### src/rtl/instr_control_unit.sv
// Hardwired Moore control unit: fetch (T0-T2), decode (T3), execute (T4-T7), HALT.
// Define CU_BRANCH_EN to add the conditional branch (br, opcode 10010) with CONin/con_ff.
module instr_control_unit (
   input  logic        clock,
   input  logic        clear,
   input  logic [31:0] instruction,
`ifdef CU_BRANCH_EN
   input  logic        con_ff,
   output logic        CONin,
`endif
   output logic        PCout,
   output logic        MARin,
   output logic        IncPC,
   output logic        PCin,
   output logic        Zin,
   output logic        Zlowout,
   output logic        Yin,
   output logic        MDRin,
   output logic        MDRout,
   output logic        MD_read,
   output logic        ram_read,
   output logic        ram_write,
   output logic        IRin,
   output logic        Gra,
   output logic        Grb,
   output logic        Grc,
   output logic        Rin,
   output logic        Rout,
   output logic        BAout,
   output logic        Cout,
   output logic [3:0]  alu_op,
   output logic        run
);

   typedef enum logic [3:0] {
      S_RST  = 4'd0,
      S_T0   = 4'd1,
      S_T1   = 4'd2,
      S_T2   = 4'd3,
      S_T3   = 4'd4,
      S_T4   = 4'd5,
      S_T5   = 4'd6,
      S_T6   = 4'd7,
      S_T7   = 4'd8,
      S_HALT = 4'd9
   } state_e;

   typedef struct packed {
      logic       pc_out;
      logic       mar_in;
      logic       inc_pc;
      logic       pc_in;
      logic       z_in;
      logic       zlow_out;
      logic       y_in;
      logic       mdr_in;
      logic       mdr_out;
      logic       md_read;
      logic       ram_read;
      logic       ram_write;
      logic       ir_in;
      logic       gra;
      logic       grb;
      logic       grc;
      logic       r_in;
      logic       r_out;
      logic       ba_out;
      logic       c_out;
`ifdef CU_BRANCH_EN
      logic       con_in;
`endif
      logic [3:0] alu_op;
      logic       run;
   } ctrl_t;

   localparam logic [4:0] OP_LD   = 5'b00000;
   localparam logic [4:0] OP_LDI  = 5'b00001;
   localparam logic [4:0] OP_ST   = 5'b00010;
   localparam logic [4:0] OP_ADD  = 5'b00011;
   localparam logic [4:0] OP_SUB  = 5'b00100;
   localparam logic [4:0] OP_AND  = 5'b01010;
   localparam logic [4:0] OP_OR   = 5'b01011;
   localparam logic [4:0] OP_ADDI = 5'b01100;
   localparam logic [4:0] OP_HALT = 5'b11011;
`ifdef CU_BRANCH_EN
   localparam logic [4:0] OP_BR   = 5'b10010;
`endif

   localparam logic [3:0] ALU_ADD = 4'b0000;
   localparam logic [3:0] ALU_SUB = 4'b0001;
   localparam logic [3:0] ALU_AND = 4'b0010;
   localparam logic [3:0] ALU_OR  = 4'b0011;

   state_e     state_q, state_d;
   logic [4:0] opcode_q, opcode_d;
   ctrl_t      ctrl_q, ctrl_d;
   logic       unused_ir_bits;

   assign unused_ir_bits = ^instruction[26:0];
   assign opcode_d = (state_q == S_T2) ? instruction[31:27] : opcode_q;

   // Strobes are decoded from the next state and registered, so outputs never see inputs combinationally.
   always_ff @(posedge clock) begin
      if (clear) begin
         state_q     <= S_RST;
         opcode_q    <= 5'b00000;
         ctrl_q      <= '0;
         ctrl_q.run  <= 1'b1;
      end else begin
         state_q  <= state_d;
         opcode_q <= opcode_d;
         ctrl_q   <= ctrl_d;
      end
   end

   // Next-state sequencing; per-opcode length is decided in T3, T5 and T6.
   always_comb begin
      state_d = state_q;
      case (state_q)
         S_RST: state_d = S_T0;
         S_T0:  state_d = S_T1;
         S_T1:  state_d = S_T2;
         S_T2:  state_d = S_T3;
         S_T3: begin
            case (opcode_q)
               OP_LD, OP_LDI, OP_ST, OP_ADD, OP_SUB, OP_AND, OP_OR, OP_ADDI: state_d = S_T4;
`ifdef CU_BRANCH_EN
               OP_BR:   state_d = S_T4;
`endif
               OP_HALT: state_d = S_HALT;
               default: state_d = S_T0;
            endcase
         end
         S_T4: state_d = S_T5;
         S_T5: begin
            case (opcode_q)
               OP_LD, OP_ST: state_d = S_T6;
`ifdef CU_BRANCH_EN
               OP_BR:        state_d = S_T6;
`endif
               default:      state_d = S_T0;
            endcase
         end
         S_T6: begin
            case (opcode_q)
               OP_LD, OP_ST: state_d = S_T7;
               default:      state_d = S_T0;
            endcase
         end
         S_T7:   state_d = S_T0;
         S_HALT: state_d = S_HALT;
         default: state_d = S_RST;
      endcase
   end

   // Strobe decode for the state about to be entered.
   always_comb begin
      ctrl_d        = '0;
      ctrl_d.run    = 1'b1;
      ctrl_d.alu_op = ALU_ADD;
      case (state_d)
         S_T0: begin
            ctrl_d.pc_out = 1'b1;
            ctrl_d.mar_in = 1'b1;
            ctrl_d.inc_pc = 1'b1;
            ctrl_d.z_in   = 1'b1;
         end
         S_T1: begin
            ctrl_d.zlow_out = 1'b1;
            ctrl_d.pc_in    = 1'b1;
            ctrl_d.ram_read = 1'b1;
            ctrl_d.md_read  = 1'b1;
            ctrl_d.mdr_in   = 1'b1;
         end
         S_T2: begin
            ctrl_d.mdr_out = 1'b1;
            ctrl_d.ir_in   = 1'b1;
         end
         S_T3: begin
            case (opcode_d)
               OP_LD, OP_LDI, OP_ST: begin
                  ctrl_d.grb    = 1'b1;
                  ctrl_d.ba_out = 1'b1;
                  ctrl_d.y_in   = 1'b1;
               end
               OP_ADD, OP_SUB, OP_AND, OP_OR, OP_ADDI: begin
                  ctrl_d.grb   = 1'b1;
                  ctrl_d.r_out = 1'b1;
                  ctrl_d.y_in  = 1'b1;
               end
`ifdef CU_BRANCH_EN
               OP_BR: begin
                  ctrl_d.gra    = 1'b1;
                  ctrl_d.r_out  = 1'b1;
                  ctrl_d.con_in = 1'b1;
               end
`endif
               default: ctrl_d.run = 1'b1;
            endcase
         end
         S_T4: begin
            case (opcode_d)
               OP_ADD, OP_SUB, OP_AND, OP_OR: begin
                  ctrl_d.grc   = 1'b1;
                  ctrl_d.r_out = 1'b1;
                  ctrl_d.z_in  = 1'b1;
                  case (opcode_d)
                     OP_SUB:  ctrl_d.alu_op = ALU_SUB;
                     OP_AND:  ctrl_d.alu_op = ALU_AND;
                     OP_OR:   ctrl_d.alu_op = ALU_OR;
                     default: ctrl_d.alu_op = ALU_ADD;
                  endcase
               end
`ifdef CU_BRANCH_EN
               OP_BR: begin
                  ctrl_d.pc_out = 1'b1;
                  ctrl_d.y_in   = 1'b1;
               end
`endif
               default: begin
                  ctrl_d.c_out = 1'b1;
                  ctrl_d.z_in  = 1'b1;
               end
            endcase
         end
         S_T5: begin
            case (opcode_d)
               OP_LD, OP_ST: begin
                  ctrl_d.zlow_out = 1'b1;
                  ctrl_d.mar_in   = 1'b1;
               end
`ifdef CU_BRANCH_EN
               OP_BR: begin
                  ctrl_d.c_out = 1'b1;
                  ctrl_d.z_in  = 1'b1;
               end
`endif
               default: begin
                  ctrl_d.zlow_out = 1'b1;
                  ctrl_d.gra      = 1'b1;
                  ctrl_d.r_in     = 1'b1;
               end
            endcase
         end
         S_T6: begin
            case (opcode_d)
               OP_LD: begin
                  ctrl_d.ram_read = 1'b1;
                  ctrl_d.md_read  = 1'b1;
                  ctrl_d.mdr_in   = 1'b1;
               end
               OP_ST: begin
                  ctrl_d.gra    = 1'b1;
                  ctrl_d.r_out  = 1'b1;
                  ctrl_d.mdr_in = 1'b1;
               end
`ifdef CU_BRANCH_EN
               OP_BR: begin
                  ctrl_d.zlow_out = 1'b1;
                  ctrl_d.pc_in    = con_ff;
               end
`endif
               default: ctrl_d.run = 1'b1;
            endcase
         end
         S_T7: begin
            case (opcode_d)
               OP_LD: begin
                  ctrl_d.mdr_out = 1'b1;
                  ctrl_d.gra     = 1'b1;
                  ctrl_d.r_in    = 1'b1;
               end
               OP_ST:   ctrl_d.ram_write = 1'b1;
               default: ctrl_d.run = 1'b1;
            endcase
         end
         S_HALT:  ctrl_d.run = 1'b0;
         default: ctrl_d.run = 1'b1;
      endcase
   end

   assign PCout     = ctrl_q.pc_out;
   assign MARin     = ctrl_q.mar_in;
   assign IncPC     = ctrl_q.inc_pc;
   assign PCin      = ctrl_q.pc_in;
   assign Zin       = ctrl_q.z_in;
   assign Zlowout   = ctrl_q.zlow_out;
   assign Yin       = ctrl_q.y_in;
   assign MDRin     = ctrl_q.mdr_in;
   assign MDRout    = ctrl_q.mdr_out;
   assign MD_read   = ctrl_q.md_read;
   assign ram_read  = ctrl_q.ram_read;
   assign ram_write = ctrl_q.ram_write;
   assign IRin      = ctrl_q.ir_in;
   assign Gra       = ctrl_q.gra;
   assign Grb       = ctrl_q.grb;
   assign Grc       = ctrl_q.grc;
   assign Rin       = ctrl_q.r_in;
   assign Rout      = ctrl_q.r_out;
   assign BAout     = ctrl_q.ba_out;
   assign Cout      = ctrl_q.c_out;
   assign alu_op    = ctrl_q.alu_op;
   assign run       = ctrl_q.run;
`ifdef CU_BRANCH_EN
   assign CONin     = ctrl_q.con_in;
`endif

endmodule
### config.mk
export PLATFORM = sky130hd
export DESIGN_NAME = instr_control_unit
export DESIGN_NICKNAME = d
export VERILOG_FILES = /design/src/rtl/instr_control_unit.sv
export SDC_FILE = /design/constraint.sdc
export NUM_CORES = 1
export LEC_CHECK = 0
export ABC_CLOCK_PERIOD_IN_PS = 2700
export BUFFER_PORTS_ARGS = -buffer_cell sky130_fd_sc_hd__buf_2
export CORE_MARGIN = 2
export CORE_UTILIZATION = 48
export DETAILED_ROUTE_END_ITERATION = 10
export HOLD_SLACK_MARGIN = 0.06
export PLACE_DENSITY_LB_ADDON = 0.3
export RECOVER_POWER = 25
export SYNTH_ARGS = -nofsm -noshare
export SYNTH_HDL_FRONTEND = slang
export SYNTH_SLANG_ARGS = --single-unit
### constraint.sdc
create_clock -name clock -period 2.7 [get_ports clock]
set_clock_uncertainty 0.2 [all_clocks]
set_input_delay 0.675 -clock clock [delete_from_list [all_inputs] [get_ports clock]]
set_output_delay 0.675 -clock clock [all_outputs]
set_load 0.05 [all_outputs]
==> metrics.md, run 1 <==
| Metric | Value |
|---|---|
| DR pass1 iterations | 4 |
| Gr ovfl total | 0 |
| Crit Path Category | reg2reg |
| First-pass GRT wire length | ~5.4 mm |
| Total negative setup slack | 0 ps |
| Width of the die | between 60 and 70 µm |
| Status | finished, final reports clean |
| Hold_buf cts | 0 |
| Tot GR Track Use | 0.203 |
| Peak supply drop | between 0.0002 and 0.00025 V |
| Die area | between 3000 and 4000 µm² |
| Root buffer cell | clkbuf_4 |
| CP max stage delay | around 540 ps |
| Row Count | 20 |
| Warnings, synthesis | 0 |
| Fraction of layout cells with a size suffix above 1 | 0.229 |
| Synth area leaders | dfxtp_1, nor2_1, a21oi_1, a21o_1, buf_4 |
| CP bufs+invs | 1 |
| Slew Limit Fails | 0 |
| Crit start category | flop |
| Post-Route WL | around 3.3 mm |
| Total Power | ~1 mW |
| Largest register FFs | 5 |
| Cell accounting for the most synthesized area | dfxtp_1 |
| # IOs | 59 |
| Max-cap violation count | 0 |
| Largest net degree at the start of global routing | 21 |
| Relative slew slack | 0.602 |
| WL/cell | 13.3 µm |
| Setup slack after layout | between 300 and 400 ps |
| CTS tree | built |
| Port Buf Inserts | 29 |
| Post-synth EDFFs | 0 |
| Worst-margin pin slew | 599 ps |
| Commonest cells post-synth | dfxtp_1, nor2_1, a21oi_1, nand2_1 |
| Worst Hold Depth | 2 |
| PwrDens | 569 nW/µm² |
| Lkg Pwr | around 0.7 nW |
| Count leader, synth | dfxtp_1 |
| Fin crit share | 0.882 |
| Worst path slowest cell | nor4bb_1 |
| Antenna cells | 0 |
| Nets@finish | between 200 and 250 |
| Final setup viols | 0 |
| Max clock buf depth | 2 |
| Worst-Skew Late Latency | 330 ps |
| RSZ-0062 raised after global routing | no |
| Fill cells | roughly 300 |
| Fin area | around 1700 µm² |
| Number of setup buffers added after CTS | 0 |
| Seq. cell area | 621 µm² |
| Routability Congestion | ~0.90 |
| Area of the mapped netlist | 1520 µm² |
| CP top delay family | simple AND/OR/NAND/NOR gates |
| HPWL Detailed | around 2.4 mm |
| Max Freq | ~420 MHz |
| Initial Utilization | 0.503 |
| Post-synth top area share | 0.407 |
| Synth Instances | approximately 180 |
| Iteration-0 DRC Markers | between 40 and 50 |
| # DRC | 0 |
| Mean Syn Cell Area | 8.61 µm² |
| H-tree depth | 2 |
| Layout Area Growth over Synthesis | 13.0% |
| Clock-pin slew on the worst setup and hold paths | ~90 ps |
| Gates resized, CTS repair | 0 |
| Most flops, register | opcode_q |
| Clock period minus worst slack | between 2000 and 2500 ps |
| Average vias per placed instance | 5.44 |
| Critical path, cell by cell | nor4bb_1, buf_12, nor2b_1, a22oi_1, a21o_1, a311oi_1 |
| Initial antenna violation count | 0 |
| Chip Height | roughly 60 µm |
| Worst Path Arrival | between 2000 and 2500 ps |
| Pre-CTS WS | ~120 ps |
| Placed Area | ~1700 µm² |
| Distinct cells, synth | between 40 and 50 |
| Fin. Hold Viols | 0 |
| CTS sink count | 31 |
| Flops & latches, synth | 31 |
| Worst hold path class | reg2reg |
| Worst R2R Path Depth | 6 |
| Core area | ~3000 µm² |
| Fin util | 0.569 |
| Async SR Flop Fraction | 0 |
| Post-synthesis sequential area ratio | 0.407 |
| Worst Path Required | between 2000 and 3000 ps |
| Routed Antenna Nets | 0 |
| Crit. End Element | flop |
| Num CTS Buffers | 5 |
| CP Max Fanout | 19 |
| Vias | 1,334 |
| Stages on worst setup path | 6 |
| Synth Flop Type | dfxtp_1 |
| Area of the multi-input gates | about 780 µm² |
| Vias in the first global route | 1,199 |
[worst paths after layout]
check | slack, ps | to | startpoint
setup reg to reg | 320 | Rout$_SDFF_PP0_ | state_q[3]$_SDFF_PP0_
hold / removal | 420 | opcode_q[2]$_SDFF_PP0_ | opcode_q[2]$_SDFF_PP0_
setup / recovery | 320 | Rout$_SDFF_PP0_ | state_q[3]$_SDFF_PP0_
hold reg to reg | 420 | opcode_q[2]$_SDFF_PP0_ | opcode_q[2]$_SDFF_PP0_
[cell type report]
cell class / instances / area share
clock buffers: 8 / 0.0400
inverters: 3 / 0.00654
multi-input cells: 125 / 0.454
flip-flops and latches: 31 / 0.360
well taps: 44 / 0.0320
repair buffers: 34 / 0.107
[where the power goes]
group | leakage, nW | internal (mW) | switching, mW | total, mW
combinational | 0.411 | 0.0572 | 0.137 | 0.194
clock | 0.0386 | 0.153 | 0.146 | 0.299
sequential | 0.252 | 0.475 | 0.0109 | 0.486
[metal layers]
layer	wire [µm]	global-route usage
met3	186	0.0512
met2	1600	0.321
met4	58	0.0952
met1	1430	0.261
met5	0	0
[metrics by stage]
| stage | std cells | hold WS (ps) |
|---|---|---|
| after floorplan | 178 | 343 |
| after global placement | 237 | 381 |
| after detailed placement | 237 | 401 |
| after CTS | 245 | 412 |
| after global routing | 245 | 433 |
| final | 245 | 416 |
[tightest hold or removal path, cell delays in order, from the launching register on]
cell	delay [ps]
dfxtp_1	390
mux2i_1	150
nor2_1	50
[cells in the final DEF, fill, tap and decap left out, types with 2 or more instances in the layout]
cell type	n
o21ai_0	4
a211oi_1	2
dfxtp_1	31
clkbuf_8	2
o22ai_1	3
mux2i_1	4
conb_1	2
nor3_1	6
or3_1	2
nand2b_1	6
nand4b_1	2
clkbuf_4	5
a31oi_1	3
clkbuf_1	8
a311oi_1	2
or3b_2	2
nand3_1	4
nor4_1	3
buf_2	23
a21o_1	7
inv_1	3
nor4b_1	2
nand2_1	11
buf_4	3
nor2_1	21
or2_2	3
a21oi_1	11
nor2b_1	6
[logic make-up (layout without fill, tap and decap cells)]
logic type             after synthesis  count (layout)  share of synthesized area
XOR/XNOR                             1               1                    0.00575
AO/OA/AOI/OAI                       42              42                      0.191
AND/OR/NAND/NOR                     75              75                      0.275
flip-flops                          31              31                      0.407
other                                1               2                    0.00246
multiplexers                         5               5                     0.0361
buffers and inverters               22              45                     0.0821
Note: power is estimated with default switching activity, not from simulation.
==> inputs of run 2 (changes only) <==
ABC_CLOCK_PERIOD_IN_PS = 2620   (was 2700)
clock period = 2.62 ns   (was 2.7 ns; I/O delays follow)
==> metrics.md, run 2 (synthesis gave the netlist of run 1 again) <==
| Metric | Value |
|---|---|
| Fin. Hold Viols | 0 (unchanged) |
| Clock period minus worst slack | 2290 ps (was 2380 ps) |
| Num CTS Buffers | 5 (unchanged) |
| Crit. End Element | flop (unchanged) |
| Nets@finish | 234 (unchanged) |
| Clock-pin slew on the worst setup and hold paths | 80 ps (was 90 ps) |
| Port Buf Inserts | 29 (unchanged) |
| Slew Limit Fails | 0 (unchanged) |
| H-tree depth | 2 (unchanged) |
| Worst path slowest cell | dfxtp_1 (was nor4bb_1) |
| Initial antenna violation count | 0 (unchanged) |
| Largest register FFs | 5 (unchanged) |
| Crit Path Category | reg2reg (unchanged) |
| Fin crit share | 0.876 (was 0.882) |
| Worst Path Required | 2640 ps (was 2720 ps) |
| Lkg Pwr | 0.703 nW (was 0.702 nW) |
| Gr ovfl total | 0 (unchanged) |
| Most common cell after layout, fill and taps aside | dfxtp_1 (unchanged) |
| Most flops, register | opcode_q (unchanged) |
| Most frequent cells in the layout | dfxtp_1, buf_2, nor2_1 (unchanged) |
| Hold slack | 410 ps (was 416 ps) |
| Fraction of layout cells with a size suffix above 1 | 0.234 (was 0.229) |
| HPWL Detailed | 2.46 mm (was 2.39 mm) |
| # DRC | 0 (unchanged) |
| WL/cell | 13.3 µm (about the same) |
| Row Count | 20 (unchanged) |
| Final setup viols | 0 (unchanged) |
| Layout Area Growth over Synthesis | 12.4% (was 13.0%) |
| Total negative setup slack | 0 ps (unchanged) |
| Routed Antenna Nets | 0 (unchanged) |
| Worst-Skew Late Latency | 320 ps (was 330 ps) |
| # IOs | 59 (unchanged) |
| Average vias per placed instance | 5.48 (was 5.44) |
| Crit start category | flop (unchanged) |
| Chip Height | 60.3 µm (unchanged) |
| Die area | 3640 µm² (unchanged) |
| Initial Utilization | 0.503 (unchanged) |
| Number of setup buffers added after CTS | 0 (unchanged) |
| Max Freq | 436 MHz (was 420 MHz) |
| Relative slew slack | 0.603 (was 0.602) |
| PwrDens | 588 nW/µm² (was 569 nW/µm²) |
| Max clock buf depth | 2 (unchanged) |
| Iteration-0 DRC Markers | 34 (was 46) |
| CP max stage delay | 430 ps (was 540 ps) |
| Critical path, cell by cell | nor4bb_1, buf_4, nor2b_1, a22oi_1, a21o_1, a311oi_1 (was nor4bb_1, buf_12, nor2b_1, a22oi_1, a21o_1, a311oi_1) |
| Hold_buf cts | 0 (unchanged) |
| Post-Route WL | 3.27 mm (about the same) |
| CTS sink count | 31 (unchanged) |
| CP bufs+invs | 1 (unchanged) |
| Vias | 1,342 (was 1,334) |
| Status | finished, final reports clean (unchanged) |
| Fill cells | 272 (was 301) |
| Antenna cells | 0 (unchanged) |
| Worst Path Arrival | 2310 ps (was 2400 ps) |
| Vias in the first global route | 1,247 (was 1,199) |
| Max-cap violation count | 0 (unchanged) |
| CP top delay family | compound AO/OA/AOI/OAI gates (was simple AND/OR/NAND/NOR gates) |
| RSZ-0062 raised after global routing | no (unchanged) |
| First-pass GRT wire length | 5.35 mm (was 5.44 mm) |
| Gates resized, CTS repair | 0 (unchanged) |
| DR pass1 iterations | 4 (unchanged) |
| Worst hold path class | reg2reg (unchanged) |
| Worst-margin pin slew | 598 ps (was 599 ps) |
| Width of the die | 60.3 µm (unchanged) |
| Peak supply drop | 0.000240 V (was 0.000220 V) |
| Routability Congestion | 0.897 (was 0.900) |
| Core area | 3030 µm² (unchanged) |
| Total Power | 1.01 mW (was 0.979 mW) |
| CTS tree | built (unchanged) |
| Root buffer cell | clkbuf_4 (unchanged) |
| Tot GR Track Use | 0.200 (was 0.203) |
| Largest net degree at the start of global routing | 21 (unchanged) |
| CP Max Fanout | 19 (unchanged) |
-- run 2: cell count changes in the layout (fill, tap and decap cells not counted), sizes merged --
cell    delta
buf        +1
clkbuf     -1
-- run 2: routing by layer --
layer | up-vias | global-route usage | wire [µm]
met4 | 0 | 0.108 | 88
met3 | 11 | 0.0640 | 189
met2 | 45 | 0.335 | 1550
met5 | - | 0 | 0
met1 | 614 | 0.227 | 1440
li1 | 672 | - | -
-- run 2: path summary, 6_finish.rpt --
path / start / end / slack [ps] / cells after the start
max: state_q[3]$_SDFF_PP0_ / Rout$_SDFF_PP0_ / 330 / 6
min: opcode_q[2]$_SDFF_PP0_ / opcode_q[2]$_SDFF_PP0_ / 410 / 2
max reg2reg: state_q[3]$_SDFF_PP0_ / Rout$_SDFF_PP0_ / 330 / 6
min reg2reg: opcode_q[2]$_SDFF_PP0_ / opcode_q[2]$_SDFF_PP0_ / 410 / 2
-- run 2: final cells by class --
type / count / area (µm²) / share of cell area
Tap cell: 44 / 55.1 / 0.0321
Timing Repair Buffer: 34 / 175 / 0.102
Inverter: 3 / 11.3 / 0.00657
Sequential cell: 31 / 621 / 0.362
Clock buffer: 8 / 68.8 / 0.0402
Multi-Input combinational cell: 125 / 782 / 0.457
-- run 2: report_power, final --
part / switching (mW) / total, mW / internal, mW
Sequential: 0.0122 / 0.502 / 0.490
Combinational: 0.140 / 0.199 / 0.0587
Clock: 0.148 / 0.306 / 0.158
-- run 2: worst reg2reg max path: stages, from the launching register on --
cell and delay, ps:
dfxtp_1 430, nor4bb_1 350, buf_4 300, nor2b_1 210, a22oi_1 190, a21o_1 210
a311oi_1 310
-- run 2: through the flow --
stage                      util  cell area, µm²  std cells  setup WS, ps
after floorplan               -            1530        178           530
after global placement    0.548            1660        237           187
after detailed placement  0.548            1660        237           133
after CTS                 0.570            1730        245           372
after global routing      0.566            1710        245           155
final                     0.566            1710        245           325
